File: config.mk
export PLATFORM = sky130hd
export DESIGN_NAME = cp0_exc_ctrl
export DESIGN_NICKNAME = d
export VERILOG_FILES = /design/src/rtl/cp0_exc_ctrl.sv
export SDC_FILE = /design/constraint.sdc
export NUM_CORES = 1
export LEC_CHECK = 0
export CAP_MARGIN = 20
export CORE_ASPECT_RATIO = 1.5
export CORE_UTILIZATION = 39
export DETAILED_ROUTE_END_ITERATION = 8
export PLACE_DENSITY = 0.78
export SLEW_MARGIN = 20
export SYNTH_ARGS = -nofsm -noshare
export SYNTH_HDL_FRONTEND = slang
export SYNTH_SLANG_ARGS = --single-unit
File: constraint.sdc
create_clock -name clk -period 2.9 [get_ports clk]
set_input_delay 0.87 -clock clk [delete_from_list [all_inputs] [get_ports clk]]
set_output_delay 0.87 -clock clk [all_outputs]
set_load 0.05 [all_outputs]
File: src/rtl/cp0_exc_ctrl.sv
// CP0 exception/interrupt controller at the M stage: holds SR, Cause and EPC,
// raises a same-cycle redirect request, and serves mtc0/mfc0/eret.
module cp0_exc_ctrl #(
  parameter int          HWINT_W    = 6,
  parameter logic [4:0]  SR_ADDR    = 5'd12,
  parameter logic [4:0]  CAUSE_ADDR = 5'd13,
  parameter logic [4:0]  EPC_ADDR   = 5'd14
) (
  input  logic               clk,
  input  logic               reset,
  input  logic [31:0]        PC,
  input  logic [4:0]         ExcCodeIn,
  input  logic               BDIn,
  input  logic [HWINT_W-1:0] HWInt,
  input  logic               EXLClr,
  input  logic               en,
  input  logic [4:0]         CP0Addr,
  input  logic [31:0]        CP0In,
  output logic [31:0]        CP0Out,
  output logic [31:0]        EPCOut,
  output logic               req
);

  logic [HWINT_W-1:0] im_q, im_d;
  logic               exl_q, exl_d;
  logic               ie_q, ie_d;
  logic               bd_q, bd_d;
  logic [HWINT_W-1:0] ip_q, ip_d;
  logic [4:0]         exc_code_q, exc_code_d;
  logic [31:0]        epc_q, epc_d;

  logic        int_req;
  logic        exc_req;
  logic [31:0] pc_aligned;
  logic [31:0] epc_exc;
  logic [31:0] sr_rd;
  logic [31:0] cause_rd;

  assign int_req = (|(HWInt & im_q)) & ie_q & ~exl_q;
  assign exc_req = (ExcCodeIn != 5'd0) & ~exl_q;
  assign req     = ~reset & (int_req | exc_req);

  // A faulting delay-slot instruction restarts at its branch.
  assign pc_aligned = PC & ~32'd3;
  assign epc_exc    = BDIn ? (pc_aligned - 32'd4) : pc_aligned;

  always_comb begin
    im_d       = im_q;
    exl_d      = exl_q;
    ie_d       = ie_q;
    bd_d       = bd_q;
    ip_d       = HWInt;
    exc_code_d = exc_code_q;
    epc_d      = epc_q;
    if (req) begin
      exl_d      = 1'b1;
      exc_code_d = int_req ? 5'd0 : ExcCodeIn;
      bd_d       = BDIn;
      epc_d      = epc_exc;
    end else if (EXLClr) begin
      exl_d = 1'b0;
    end else if (en) begin
      if (CP0Addr == SR_ADDR) begin
        im_d  = CP0In[10 +: HWINT_W];
        exl_d = CP0In[1];
        ie_d  = CP0In[0];
      end else if (CP0Addr == EPC_ADDR) begin
        epc_d = CP0In & ~32'd3;
      end
    end
  end

  always_ff @(posedge clk) begin
    if (reset) begin
      im_q       <= '0;
      exl_q      <= 1'b0;
      ie_q       <= 1'b0;
      bd_q       <= 1'b0;
      ip_q       <= '0;
      exc_code_q <= 5'd0;
      epc_q      <= 32'd0;
    end else begin
      im_q       <= im_d;
      exl_q      <= exl_d;
      ie_q       <= ie_d;
      bd_q       <= bd_d;
      ip_q       <= ip_d;
      exc_code_q <= exc_code_d;
      epc_q      <= epc_d;
    end
  end

  always_comb begin
    sr_rd                   = 32'd0;
    sr_rd[10 +: HWINT_W]    = im_q;
    sr_rd[1]                = exl_q;
    sr_rd[0]                = ie_q;
    cause_rd                = 32'd0;
    cause_rd[31]            = bd_q;
    cause_rd[10 +: HWINT_W] = ip_q;
    cause_rd[6:2]           = exc_code_q;
  end

  always_comb begin
    CP0Out = 32'd0;
    if (CP0Addr == SR_ADDR)         CP0Out = sr_rd;
    else if (CP0Addr == CAUSE_ADDR) CP0Out = cause_rd;
    else if (CP0Addr == EPC_ADDR)   CP0Out = epc_q;
  end

  assign EPCOut = epc_q;

endmodule
Word-level counts from Yosys, hierarchy flattened
Cells that the tools add are included.

Bitwise gates (word level): 10. Add/sub/neg operators: 1. Reduce and logical (&&, ||, !) cells: 9. Eq/ne operators: 5. Muxes and demuxes: 14.

Operator list (number): $mux W32 (9); $sub A32 B3 Y32 const B (1); $eq A5 B4 Y1 const B (3); $reduce_and A4 Y1 (2); $and A6 B6 Y6 (1); $reduce_bool A3 Y1 (2); $reduce_or A6 Y1 (1); $mux W5 (1); $reduce_bool A5 Y1 (1); $and A1 B1 Y1 (4); $mux W1 (4); $not A1 Y1 (4); $reduce_bool A2 Y1 (2); $ne A2 B1 Y1 const B (1); $ne A2 B2 Y1 const B (1); $reduce_and A2 Y1 (1); $or A1 B1 Y1 (1).

Logic and storage cells: 46. Input bits: 85. Output and inout bits: 65. Register bits: 52.

Logic depth before layout (Yosys ltp)
Gate-level depths: netlist (run 1).

Word-level depth: 8. Mapped depth: 7. Mapped depth without buffers: 6.

Worst setup path before layout (run 1)
No wires, ideal clock.

Path type: input-to-output. Start: input port CP0Addr[4]. End: output port CP0Out[10]. Stages: 4. Required time: 2.030 ns. Buffers on the path: 1. Arrival time: 2.607 ns. Setup slack: -0.577 ns. Path through: and3b_1 clkbuf_1 nand2_1 o21ai_0.

Cells in the longest elaborated chain, start to end: 4. Elaborated cells between the ends (all ways): 6. Those cells by class: 3 x eq/ne; 3 x mux.

Ends and longest elaborated chain: start, declared (RTL line 17) `input logic [4:0] CP0Addr,`; $eq A5 B4 Y1 (RTL line 108) `else if (CP0Addr == EPC_ADDR) CP0Out = epc_q;`; $mux W32 (RTL line 108); $mux W32 (RTL line 107) `else if (CP0Addr == CAUSE_ADDR) CP0Out = cause_rd;`; $mux W32 * (RTL line 106) `if (CP0Addr == SR_ADDR) CP0Out = sr_rd;`; end, declared (RTL line 19) `output logic [31:0] CP0Out,`.

Every way passes the cells marked *; elsewhere a longest branch is shown, timed or not.

Final worst setup path (run 1)
Start: input port ExcCodeIn[4]. End: output port req.

Cells in the longest elaborated chain, start to end: 4.

Ends and longest elaborated chain: start, declared (RTL line 12) `input logic [4:0] ExcCodeIn,`; $reduce_bool A5 Y1 (RTL line 40) `assign exc_req = (ExcCodeIn != 5'd0) & ~exl_q;`; $and A1 B1 Y1 (RTL line 40); $or A1 B1 Y1 (RTL line 41) `assign req = ~reset & (int_req | exc_req);`; $and A1 B1 Y1 (RTL line 41); end, declared (RTL line 21) `output logic req`.

No other way between the ends.

==> results of run 1 <==
==> power groups by stage <==
| stage | clock network (W) | logic, W | registers (W) |
|---|---|---|---|
| 5_1_grt | 0.000635 | 0.000785 | 0.000792 |
| 2_1_floorplan | 0 | 0.000236 | 0.000919 |
| 3_3_place_gp | 0 | 0.000700 | 0.000794 |
| 3_5_place_dp | 0 | 0.000712 | 0.000797 |
| 4_1_cts | 0.000610 | 0.000723 | 0.000783 |
| 6_report | 0.000606 | 0.000749 | 0.000788 |
==> stage by stage <==
step	setup TNS, ns	util	hold WS [ns]	instances	power [W]
2_1_floorplan	-0.116	-	0.443	421	0.00115
3_3_place_gp	-8.83	0.699	0.451	709	0.00149
3_5_place_dp	-10.33	0.699	0.460	709	0.00151
4_1_cts	-0.0610	0.731	0.475	718	0.00212
5_1_grt	-0.0524	0.745	0.513	720	0.00221
6_report	-0.00931	0.745	0.491	720	0.00214
==> final cells by class <==
class,count,share of cell area
flip-flops and latches,50,0.158
repair buffers,230,0.382
well taps,107,0.0211
inverters,6,0.00355
clock buffers,5,0.0197
multi-input cells,319,0.412
clock inverters,3,0.00375
==> flip-flops by register name, indices dropped and copies added (netlist names) <==
name        count
bd_q            1
ie_q            1
exl_q           1
EPCOut         30
ip_q            6
im_q            6
exc_code_q      5
==> cell families (layout without fill, tap and decap cells) <==
family          count (synthesis)  in the layout  synth area share
flops                          50             50             0.289
other cells                     1              2           0.00108
compound gates                132            132             0.291
xor+xnor                        6              6            0.0152
buf+inv                        52            244            0.0613
mux                            24             24            0.0693
fa+ha+maj                       1              1           0.00361
simple gates                  154            154             0.270
==> cells in the final DEF, fill, tap and decap left out, types with 4 or more instances in the layout <==
master | Yosys | layout
clkdlybuf4s50_1 | 0 | 95
buf_4 | 3 | 77
dfxtp_1 | 50 | 50
buf_12 | 0 | 34
mux2i_1 | 24 | 22
o31ai_1 | 19 | 19
a211oi_1 | 20 | 18
nand2b_1 | 16 | 15
or4_1 | 18 | 14
nand4_1 | 13 | 13
o31a_1 | 12 | 12
nand3_1 | 12 | 12
a21oi_1 | 11 | 11
and3_2 | 0 | 10
a2111oi_0 | 10 | 10
nor3_1 | 13 | 10
a31oi_1 | 10 | 10
nand2_1 | 12 | 9
or3_1 | 11 | 9
nor2b_1 | 10 | 9
a41o_1 | 9 | 9
buf_6 | 0 | 9
dlygate4sd2_1 | 0 | 9
inv_1 | 6 | 6
and3_4 | 0 | 6
o21ai_4 | 0 | 6
nor2_1 | 9 | 6
or4_4 | 1 | 5
clkbuf_16 | 0 | 5
nor4_1 | 5 | 4
xor2_1 | 4 | 4
or2_2 | 4 | 4
o21ai_0 | 10 | 4
a311oi_1 | 7 | 4
==> routing by layer <==
metal  vias to the layer above  global-route usage  wire, um
li1                       2062                   -         -
met3                        55              0.0426       819
met5                         -                   0         0
met1                      2127               0.334      5310
met2                       235               0.563      8140
met4                         0               0.166       750
==> repair_timing <==
item,in CTS,in global routing
hold endpoints to repair,0,0
gates cloned,1,0
endpoints found under the setup margin,34,21
setup buffers,2,2
gates resized for setup,58,28
pin swaps,14,10
==> worst max-delay path, stage by stage <==
cell and delay [ns]:
buf_2 0.12, or4_4 0.52, o21a_4 0.22, nor2_4 0.11
nor2_4 0.05, buf_12 0.14
==> path summary, 6_finish.rpt <==
| path | start | endpoint |
|---|---|---|
| min reg2reg | bd_q | bd_q |
| max reg2reg | im_q[2] | exc_code_q[4] |
| min | bd_q | bd_q |
| max | ExcCodeIn[4] | req |
==> flow_summary.ini, run 1 <==
[setup_path]
cp-start-kind = input port
cp_max_fo = 2
cp.required_ns = 2.03
reg2regPathDepth = 7
critical_path_class = in2out
reg2reg_slack_ns = 0.85
cp.arrival_ns = 2.04
end_kind = output port

[place]
placed_cell_area_mm2 = 0.00595
pre_cts_slack_ns = -0.409
place.gp.congestion = 0.964
port_buffers = 145
hpwl_um = 10900

[power]
clockPowerShare = 0.283
switching_share = 0.349
p_comb_frac = 0.350
intPower_w = 0.00140
seqPwrFrac = 0.368
leakagePower_nw = 2.32
vdd_drop_max_mv = 0.350
switchingPower_w = 0.000748
p_per_area_mw_per_mm2 = 338

[sta]
worst_slew_pin_slew_ns = 0.812
fin_crit_sh = 1.00
final_hold_viol_count = 0
rsz0062_at_grt = yes
final_max_slew_viol_count = 0
fin_ws_ns = -0.00931
fin_worst_skew_ns = 0.00838
relSlewSlack = 0.444
setup_violations = 1
min_period_ns = 2.91
fmax_mhz = 344

[global_route]
antenna_found_initial = 0
grt_pass1_wl_um = 22200
first_global_vias = 4259
grt_use_total = 0.309
grt_max_degree = 58
grt_overflow_total = 0

[route]
dr.pass1.iters = 5
wirelength_um = 15000
drc = 0
drtIter0Drc = 378
wire_per_inst_um = 20.9
ant_nets = 0
via_count = 4479
viasPerCell = 6.22

[yosys]
netlist.area_leader.share = 0.289
ys_seq_area_frac = 0.289
synthTopCellsByArea = dfxtp_1, mux2i_1, a211oi_1, o31ai_1, or4_1
syn-instance-count = 420
synth_top_area_cell = dfxtp_1
yosysWarnings = 0
synth.most_common_cell = dfxtp_1
synthFlopType = dfxtp_1
synth_common_cells = dfxtp_1, clkbuf_1, mux2i_1, a211oi_1
ys_ff_latch = 50
yosysUniqueCellTypes = 55
synth_area_mm2 = 0.00347
syn_area_per_cell_um2 = 8.25
synth_edf_count = 0
synthArstFlopShare = 0

[clock_tree]
clockBufferDepth = 2
clock_sinks = 50
clk_pin_slew_worst_paths_ns = 0.07
cts-root-buf = clkbuf_16
cts_htree_levels = 2
cts_tree = built
clock_latency_ns = 0.30
cts_buffers = 5
cts_hold_buf = 0

[final_layout]
synthToLayoutAreaGrowth_pct = 83.1
fin_area_mm2 = 0.00635
fillers = 629
seqCellArea_mm2 = 0.00100
diodes = 0
multi_input_area_mm2 = 0.00261
drive_gt1_frac = 0.330
fin_nets = 698

[die]
coreArea_mm2 = 0.00852
die_area_mm2 = 0.00928
io_pins = 150
die_y_um = 117
initial_utilization = 0.407
rows = 41
die_width_um = 79.0

[min_path]
holdPathStages = 2
hold_path_class = reg2reg

[outcome]
failed_checks = setup timing
status = finished with violations

[job]
cap_viol_max_count = 0
Note: power is estimated with default switching activity, not from simulation.
==> inputs of run 2 (changes only) <==
- GPL_TIMING_DRIVEN: default -> 0
==> flow_summary.ini, run 2 (synthesis results as in run 1) <==
[outcome]
status = finished with violations
failed_checks = setup timing

[setup_path]
max_stage_delay_ns = 0.53
end_kind = output port
crit_slowest_cell = or4_4
cp-start-kind = input port
cpMostUsedCell = nor2_4
cp.required_ns = 2.03
critical_path_class = in2out
path_buf_inv = 2
r2r_start = im_q[0]
reg2reg_slack_ns = 0.75
reg2regPathDepth = 6
crit_family = simple AND/OR/NAND/NOR gates
cp_max_fo = 3
worstReg2RegEnd = EPCOut[4]
cp.arrival_ns = 2.09
path_cells = buf_6 -> or4_4 -> o21a_4 -> nor2_4 -> nor2_4 -> buf_8

[clock_tree]
clk_pin_slew_worst_paths_ns = 0.07
cts_buffers = 5
clockBufferDepth = 2
cts-root-buf = clkbuf_16
clock_sinks = 50
clock_latency_ns = 0.30
cts_tree = built
cts_htree_levels = 2

[min_path]
hold_path_class = reg2reg
min_from = bd_q
holdPathEnd = bd_q
holdPathStages = 2

[final_layout]
synthToLayoutAreaGrowth_pct = 64.3
diodes = 0
fin_nets = 665
layoutNonFillerInstCount = 687
drive_gt1_frac = 0.255
final_common_cell = clkdlybuf4s50_1
fin_area_mm2 = 0.00570
largest_reg_flops = 30
layout_common_cells = clkdlybuf4s50_1, dfxtp_1, mux2i_1

[sta]
relSlewSlack = 0.503
final_hold_viol_count = 0
fin_crit_sh = 1.02
fin_worst_skew_ns = 0.00558
fin_ws_ns = -0.0647
setup_violations = 13
rsz0062_at_grt = yes
final_max_slew_viol_count = 0
fmax_mhz = 337
min_period_ns = 2.96
worst_slew_pin_slew_ns = 0.746

[die]
initial_utilization = 0.407
rows = 41
die_area_mm2 = 0.00928
die_width_um = 79.0
coreArea_mm2 = 0.00852
die_y_um = 117
io_pins = 150

[power]
vdd_drop_max_mv = 0.272
p_per_area_mw_per_mm2 = 368
power_w = 0.00210
leakagePower_nw = 2.16

[global_route]
antenna_found_initial = 0
first_global_vias = 4293
grt_max_degree = 20
grt_pass1_wl_um = 22300
grt_use_total = 0.305
grt_overflow_total = 0

[place]
placed_cells = 669
port_buffers = 141
pre_cts_slack_ns = -1.64
placed_cell_area_mm2 = 0.00515
place.gp.congestion = 1.00
hpwl_um = 10900

[route]
via_count = 4344
drc = 0
wire_per_inst_um = 21.1
wirelength_um = 14500
viasPerCell = 6.32
drtIter0Drc = 317
dr.pass1.iters = 5
ant_nets = 0

[job]
cap_viol_max_count = 0
run 2: cell count changes in the layout (fill, tap and decap cells not counted), sizes merged:
| cell | previous run | this run |
|---|---|---|
| buf | 123 | 70 |
| clkbuf | 7 | 34 |
| clkdlybuf4s50 | 95 | 80 |
| dlygate4sd2 | 9 | 15 |
| dlymetal6s2s | 1 | 4 |
| clkinv | 0 | 1 |
| clkinvlp | 2 | 1 |
| inv | 7 | 6 |
run 2: what timing repair did:
item,CTS,global route
gates cloned,1,0
hold buffers,0,0
setup buffers,11,3
resized for setup,316,44
setup endpoints to repair,75,28
pin swaps,11,12
endpoints found under the hold margin,0,0
run 2: cell type report:
| cell class | count | area (um2) |
|---|---|---|
| plain buffers | 41 | 293 |
| clock buffers | 6 | 139 |
| clock inverters | 2 | 12.5 |
| fillers | 728 | 2820 |
| inverters | 6 | 22.5 |
| multi-input cells | 319 | 2590 |
| flip-flops and latches | 50 | 1000 |
| well taps | 107 | 134 |
| repair buffers | 156 | 1510 |
run 2: layer usage:
metal,vias to the layer above,global-route usage,routed length (um)
met5,-,0,0
met4,0,0.147,599
met3,46,0.0388,941
met2,221,0.546,7690
met1,2093,0.347,5270
li1,1984,-,-
run 2: report_power, final:
group	total (W)	internal [W]	switching, W
sequential	0.000789	0.000739	0.0000502
clock	0.000612	0.000342	0.000270
combinational	0.000695	0.000290	0.000405
run 2: per-stage QoR:
step,utilization,setup TNS [ns],hold WS [ns]
CTS,0.660,-0.195,0.474
finish,0.669,-0.383,0.474
floorplan,-,-0.116,0.443
global route,0.669,-0.486,0.497
detailed placement,0.604,-67.66,0.463
global placement,0.604,-66.64,0.454
run 2: how the worst max path moves through the flow:
stage / startpoint / to / slack [ns] / cells past startpoint
after floorplan: CP0Addr[1] / CP0Out[21] / -0.01 / 5
after global placement: CP0Addr[1] / CP0Out[30] / -1.58 / 7
after detailed placement: CP0Addr[1] / CP0Out[26] / -1.64 / 7
after CTS: ExcCodeIn[2] / req / -0.19 / 7
after global routing: ExcCodeIn[2] / req / -0.09 / 6
final: ExcCodeIn[2] / req / -0.06 / 6
run 2: worst register-to-register path: stages (launching register included):
cell and delay, ns:
dfxtp_1 0.33, a22oi_2 0.28, a311o_1 0.37, clkbuf_2 0.32, buf_1 0.37, a21oi_1 0.14
a211oi_1 0.25
